### src/rtl/memref_arb_pkg.sv
//------------------------------------------------------------------------------
// Module   : memref_arb_pkg
// Brief    : Shared types and default constants for the memref port arbiter.
// Revision : 1.0 - initial release
//------------------------------------------------------------------------------
`default_nettype none

package memref_arb_pkg;

   localparam int C_DEF_WIDTH     = 32;
   localparam int C_DEF_ADDR_W    = 10;
   localparam int C_DEF_MAX_BURST = 16;

   // ARB: round-robin among all requesters; OWNED: one requester holds the port
   typedef enum logic [0:0] {
      ARB   = 1'b0,
      OWNED = 1'b1
   } arb_state_t;

endpackage

`default_nettype wire

### src/rtl/memref_port_arb_rr_pick.sv
//------------------------------------------------------------------------------
// Module   : rr_pick
// Brief    : Combinational round-robin picker. Returns the one-hot grant for
//            the first asserted request at or after i_ptr, wrapping around.
// Revision : 1.0 - initial release
//------------------------------------------------------------------------------
`default_nettype none

module rr_pick #(
   parameter int NREQ  = 2,
   parameter int PTR_W = 1
) (
   input  logic [NREQ-1:0]  i_req,
   input  logic [PTR_W-1:0] i_ptr,
   output logic [NREQ-1:0]  o_gnt
);

   logic [2*NREQ-1:0] w_req_dbl;
   logic [NREQ-1:0]   w_req_rot;
   logic [NREQ-1:0]   w_gnt_rot;
   logic [2*NREQ-1:0] w_gnt_dbl;

   // Rotate requests right by ptr so the search start lands on bit 0, take the
   // lowest set bit, then rotate the one-hot result back into place.
   always_comb begin
      w_req_dbl = {i_req, i_req} >> i_ptr;
      w_req_rot = w_req_dbl[NREQ-1:0];
      w_gnt_rot = w_req_rot & (~w_req_rot + NREQ'(1));
      w_gnt_dbl = {w_gnt_rot, w_gnt_rot} << i_ptr;
      o_gnt     = w_gnt_dbl[2*NREQ-1:NREQ];
   end

endmodule

`default_nettype wire

### src/rtl/memref_port_arb.sv
//------------------------------------------------------------------------------
// Module   : memref_port_arb
// Brief    : Arbitrates NREQ requesters onto one single-port memref with
//            round-robin selection and bounded lock (burst) ownership.
// Revision : 1.0 - initial release
//------------------------------------------------------------------------------
`default_nettype none

module memref_port_arb
   import memref_arb_pkg::*;
#(
   parameter int WIDTH     = C_DEF_WIDTH,
   parameter int ADDR_W    = C_DEF_ADDR_W,
   parameter int NREQ      = 2,
   parameter int MAX_BURST = C_DEF_MAX_BURST
) (
   input  logic                   clk,
   input  logic                   rst,
   input  logic [NREQ-1:0]        req_en,
   input  logic [NREQ-1:0]        req_we,
   input  logic [NREQ-1:0]        req_lock,
   input  logic [NREQ*ADDR_W-1:0] req_addr,
   input  logic [NREQ*WIDTH-1:0]  req_wr_data,
   output logic [NREQ-1:0]        req_gnt,
   output logic [NREQ-1:0]        req_rd_valid,
   output logic [WIDTH-1:0]       req_rd_data,
   output logic                   mem_rd_en,
   output logic                   mem_wr_en,
   output logic [ADDR_W-1:0]      mem_addr,
   output logic [WIDTH-1:0]       mem_wr_data,
   input  logic [WIDTH-1:0]       mem_rd_data
);

   localparam int PTR_W  = $clog2(NREQ);
   localparam int BCNT_W = $clog2(MAX_BURST + 1);
   localparam logic [PTR_W-1:0]  C_LAST_IDX = PTR_W'(NREQ - 1);
   localparam logic [BCNT_W-1:0] C_MAX_CNT  = BCNT_W'(MAX_BURST);

   arb_state_t         r_state,     w_state_nxt;
   logic [PTR_W-1:0]   r_ptr,       w_ptr_nxt;
   logic [PTR_W-1:0]   r_owner,     w_owner_nxt;
   logic [BCNT_W-1:0]  r_burst_cnt, w_burst_nxt;
   logic [NREQ-1:0]    r_rd_valid;

   logic [NREQ-1:0]    w_rr_gnt;
   logic [NREQ-1:0]    w_gnt_raw;
   logic [NREQ-1:0]    w_gnt;
   logic [PTR_W-1:0]   w_rr_idx;
   logic [PTR_W-1:0]   w_rr_inc;
   logic [PTR_W-1:0]   w_owner_inc;
   logic [PTR_W-1:0]   w_sel_idx;
   logic [BCNT_W-1:0]  w_burst_inc;
   logic               w_sel_we;
   logic [ADDR_W-1:0]  w_sel_addr;
   logic [WIDTH-1:0]   w_sel_wd;

   rr_pick #(
      .NREQ  (NREQ),
      .PTR_W (PTR_W)
   ) u_rr_pick (
      .i_req (req_en),
      .i_ptr (r_ptr),
      .o_gnt (w_rr_gnt)
   );

   // Encode the round-robin winner to an index; pick the source of the access
   always_comb begin
      w_rr_idx = '0;
      for (int i = 0; i < NREQ; i++) begin
         if (w_rr_gnt[i]) begin
            w_rr_idx = PTR_W'(i);
         end
      end
      w_rr_inc    = (w_rr_idx == C_LAST_IDX) ? '0 : w_rr_idx + PTR_W'(1);
      w_owner_inc = (r_owner == C_LAST_IDX) ? '0 : r_owner + PTR_W'(1);
      w_burst_inc = r_burst_cnt + BCNT_W'(1);
      w_sel_idx   = (r_state == OWNED) ? r_owner : w_rr_idx;
   end

   // Route the selected requester's op, address and data to the memref
   always_comb begin
      w_sel_we   = 1'b0;
      w_sel_addr = '0;
      w_sel_wd   = '0;
      for (int i = 0; i < NREQ; i++) begin
         if (w_sel_idx == PTR_W'(i)) begin
            w_sel_we   = req_we[i];
            w_sel_addr = req_addr[i*ADDR_W +: ADDR_W];
            w_sel_wd   = req_wr_data[i*WIDTH +: WIDTH];
         end
      end
   end

   // Next-state logic: round-robin in ARB, exclusive owner service in OWNED
   always_comb begin
      w_state_nxt = r_state;
      w_ptr_nxt   = r_ptr;
      w_owner_nxt = r_owner;
      w_burst_nxt = r_burst_cnt;
      w_gnt_raw   = '0;
      case (r_state)
         ARB: begin
            w_gnt_raw = w_rr_gnt;
            if (|w_rr_gnt) begin
               // A one-grant burst limit means a lock can never extend ownership
               if (req_lock[w_rr_idx] && (MAX_BURST > 1)) begin
                  w_state_nxt = OWNED;
                  w_owner_nxt = w_rr_idx;
                  w_burst_nxt = BCNT_W'(1);
               end else begin
                  w_ptr_nxt = w_rr_inc;
               end
            end
         end
         OWNED: begin
            if (req_en[r_owner]) begin
               w_gnt_raw[r_owner] = 1'b1;
               w_burst_nxt        = w_burst_inc;
               if (!req_lock[r_owner] || (w_burst_inc == C_MAX_CNT)) begin
                  w_state_nxt = ARB;
                  w_ptr_nxt   = w_owner_inc;
                  w_burst_nxt = '0;
               end
            end else begin
               // Owner went idle: release without granting anyone this cycle
               w_state_nxt = ARB;
               w_ptr_nxt   = w_owner_inc;
               w_burst_nxt = '0;
            end
         end
         default: begin
            w_state_nxt = ARB;
         end
      endcase
   end

   // Grants and memref strobes are suppressed while reset is held
   always_comb begin
      w_gnt        = w_gnt_raw & {NREQ{rst}};
      req_gnt      = w_gnt;
      mem_rd_en    = (|w_gnt) & ~w_sel_we;
      mem_wr_en    = (|w_gnt) & w_sel_we;
      mem_addr     = w_sel_addr;
      mem_wr_data  = w_sel_wd;
      // Gating with rst hides a read whose data would land while reset is held
      req_rd_valid = r_rd_valid & {NREQ{rst}};
      req_rd_data  = mem_rd_data;
   end

   // State, pointer, owner, burst count and read-valid registers
   always_ff @(posedge clk) begin
      if (!rst) begin
         r_state     <= ARB;
         r_ptr       <= '0;
         r_owner     <= '0;
         r_burst_cnt <= '0;
         r_rd_valid  <= '0;
      end else begin
         r_state     <= w_state_nxt;
         r_ptr       <= w_ptr_nxt;
         r_owner     <= w_owner_nxt;
         r_burst_cnt <= w_burst_nxt;
         r_rd_valid  <= w_gnt & ~req_we;
      end
   end

endmodule

`default_nettype wire

### config.mk
export PLATFORM = sky130hd
export DESIGN_NAME = memref_port_arb
export DESIGN_NICKNAME = d
export VERILOG_FILES = /design/src/rtl/memref_arb_pkg.sv /design/src/rtl/memref_port_arb_rr_pick.sv /design/src/rtl/memref_port_arb.sv
export SDC_FILE = /design/constraint.sdc
export NUM_CORES = 1
export LEC_CHECK = 0
export CORE_MARGIN = 3
export CORE_UTILIZATION = 23
export DETAILED_ROUTE_END_ITERATION = 6
export PLACE_DENSITY_LB_ADDON = 0.15
export SLEW_MARGIN = 20
export SYNTH_ARGS = -nofsm -noshare
export SYNTH_HDL_FRONTEND = slang
export SYNTH_SLANG_ARGS = --single-unit
### constraint.sdc
create_clock -name clk -period 1.5 [get_ports clk]
set_input_delay 0.225 -clock clk [delete_from_list [all_inputs] [get_ports clk]]
set_output_delay 0.225 -clock clk [all_outputs]
set_load 0.1 [all_outputs]
==> metrics <==
First DRT Iteration DRCs 21; outcome finished with violations; final wirelength 6580 um; overall die height 87.1 um; via count 1622; die span in x 87.1 um; Reg clk slew, reported paths 0.05 ns; Worst Hold Class in -> out; synthesized area 1510 um^2; Tcrit/Tclk final 131%; #FFs+latches synth 10; clk buf depth 2; peak supply drop 0.000540 V; RSZ-0062 raised after global routing yes; total CTS buffers 3; Worst-Skew Late Latency 0.24 ns; Yosys warning count 0; crit path DAT 1.74 ns; share of layout cells above drive strength 1 53.4%; Slew Viols, Final 0; Crit Path Class reg -> out; Setup crit start kind flop; Buffers on Ports 139; commonest non-fill, non-tap cell in the layout clkdlybuf4s50_1; dpl cell area 3430 um^2; violated checks negative setup slack; Worst Path Max Fanout 6; sequential share of the synthesized area 13.2%; initial antenna violation count 0; PwrDens 828 nW/um^2; Post-Syn Area per Cell 9.96 um^2; CTS tree done; Core ar. ~6100 um^2; top_reg_cell synth dfxtp_1; TritonCTS sink count 10; GRT overflow 0; commonest non-fill, non-tap cells in the layout 88 x clkdlybuf4s50_1, 51 x buf_12, 42 x mux2_4, 18 x buf_4, 9 x buf_6; I/O Pins 204; Via density 4.44; crit path time final between 1.5 and 2 ns; post-route ant nets 0; H-tree depth 1; synthesized net count 277; Worst slew margin 70.8%; Worst EP required between 1 and 1.5 ns; Worst setup EP type output port; Yosys cell types 36; max cap viols 0; final setup fails 53; global-route wire length before repair around 9000 um; largest net degree at the start of global routing 13; EDFF count, synth 0; Global Route Usage Sum 15.9%; Initial Utilization ~25%; Leakage Power 1.71 nW; vias in the first global route between 1500 and 2000; Core Util, Final 61.4%; worst slew pin tran 0.436 ns; cell area after layout between 3000 and 4000 um^2; asr flop ratio synth 0%; Layout Skew around 0.0053 ns; DRC 0; GPL Wtd Cong approximately 0.84; final setup margin -0.469 ns; DRT Pass-1 Iters 4; FP Rows 28; Post-DP HPWL 5460 um; area grow syn2layout 149%; Die Area 7590 um^2; routed len/inst 18.0 um; Synth Instances 152; Max Fclk 508 MHz; layout net count approximately 420; final hold violations 0; Clock Tree Root clkbuf_8; ant diodes 0
-- worst max-delay path: stages (launching register included) --
cell       delay, ns
dfxtp_2         0.33
nand2b_4        0.14
nand2_4         0.05
o21a_4          0.22
buf_12          0.14
clkbuf_16       0.16
mux2_4          0.31
buf_12          0.17
-- final timing paths --
check / from / end / slack, ns / cells after the start
worst max-delay path: r_ptr / mem_wr_data[16] / -0.47 / 7
worst min-delay path: mem_rd_data[1] / req_rd_data[1] / 0.45 / 0
worst max register to register: r_ptr / r_burst_cnt[2] / -0.25 / 10
worst min register to register: r_burst_cnt[4] / r_burst_cnt[4] / 0.52 / 2
-- where the power goes --
| group | switching, mW | internal, mW | total, mW |
|---|---|---|---|
| clock | 0.105 | 0.231 | 0.336 |
| sequential | 0.0137 | 0.281 | 0.295 |
| combinational | 1.35 | 1.13 | 2.49 |
| total | 1.47 | 1.65 | 3.12 |
-- area by class of cell --
type | count | area [um^2]
fill | 501 | 2370
inverter | 1 | 3.75
timing repair buffer | 173 | 2260
tap | 75 | 93.8
clock buffer | 4 | 55.1
multi-input combinational | 102 | 1140
sequential | 10 | 206
-- timing repair --
action	in CTS	in global routing
gates cloned	3	1
pin swaps	16	5
hold buffers	0	0
resized for setup	27	13
buffers inserted	6	2
setup endpoints to repair	55	54
-- through the flow --
stage / instances / hold WS, ns / worst slack [ns] / setup TNS [ns] / power (mW)
finish: 365 / 0.450 / -0.469 / -21.56 / 3.12
global placement: 350 / 0.451 / -0.543 / -26.64 / 2.63
CTS: 363 / 0.451 / -0.487 / -21.92 / 3.11
detailed placement: 350 / 0.451 / -0.558 / -27.32 / 2.64
global route: 365 / 0.450 / -0.519 / -24.56 / 3.22
floorplan: 152 / 0.297 / -0.538 / -6.58 / 2.12
-- synth_stat cells (2+ instances only) --
library cell | n | area, um^2
o22ai_1 | 2 | 12.5
nand2b_1 | 2 | 12.5
buf_6 | 6 | 67.6
nand2_1 | 8 | 30.0
nor2_1 | 6 | 22.5
a21boi_0 | 2 | 15.0
a21oi_1 | 2 | 10.0
nand3_1 | 3 | 15.0
a31oi_1 | 2 | 12.5
mux2i_1 | 2 | 20.0
mux2_2 | 3 | 33.8
mux2_4 | 39 | 586
dfxtp_1 | 10 | 200
buf_4 | 32 | 240
nor2b_1 | 5 | 31.3
and2_1 | 4 | 25.0
o21ai_2 | 2 | 17.5
o21ai_0 | 4 | 20.0
-- flip-flops by register name, indices dropped and copies added, names as in the netlist --
register	flops
r_rd_valid	2
r_owner	1
r_ptr	1
r_burst_cnt	5
r_state	1
-- kinds of logic after synthesis --
logic type	synth area share [%]
flip-flops	13.2
buffers and inverters	20.8
adder cells (fa/ha/maj)	0.826
multiplexers	42.2
AO/OA/AOI/OAI	9.84
AND/OR/NAND/NOR	13.1
-- per-layer routing --
metal	global-route usage (%)	vias to the layer above	wire length, um
met5	0	-	0
met4	3.21	0	91
met3	3.03	18	482
met2	30.3	71	3590
met1	18.1	750	2410
li1	-	783	-
(Power assumes the default switching activity.)
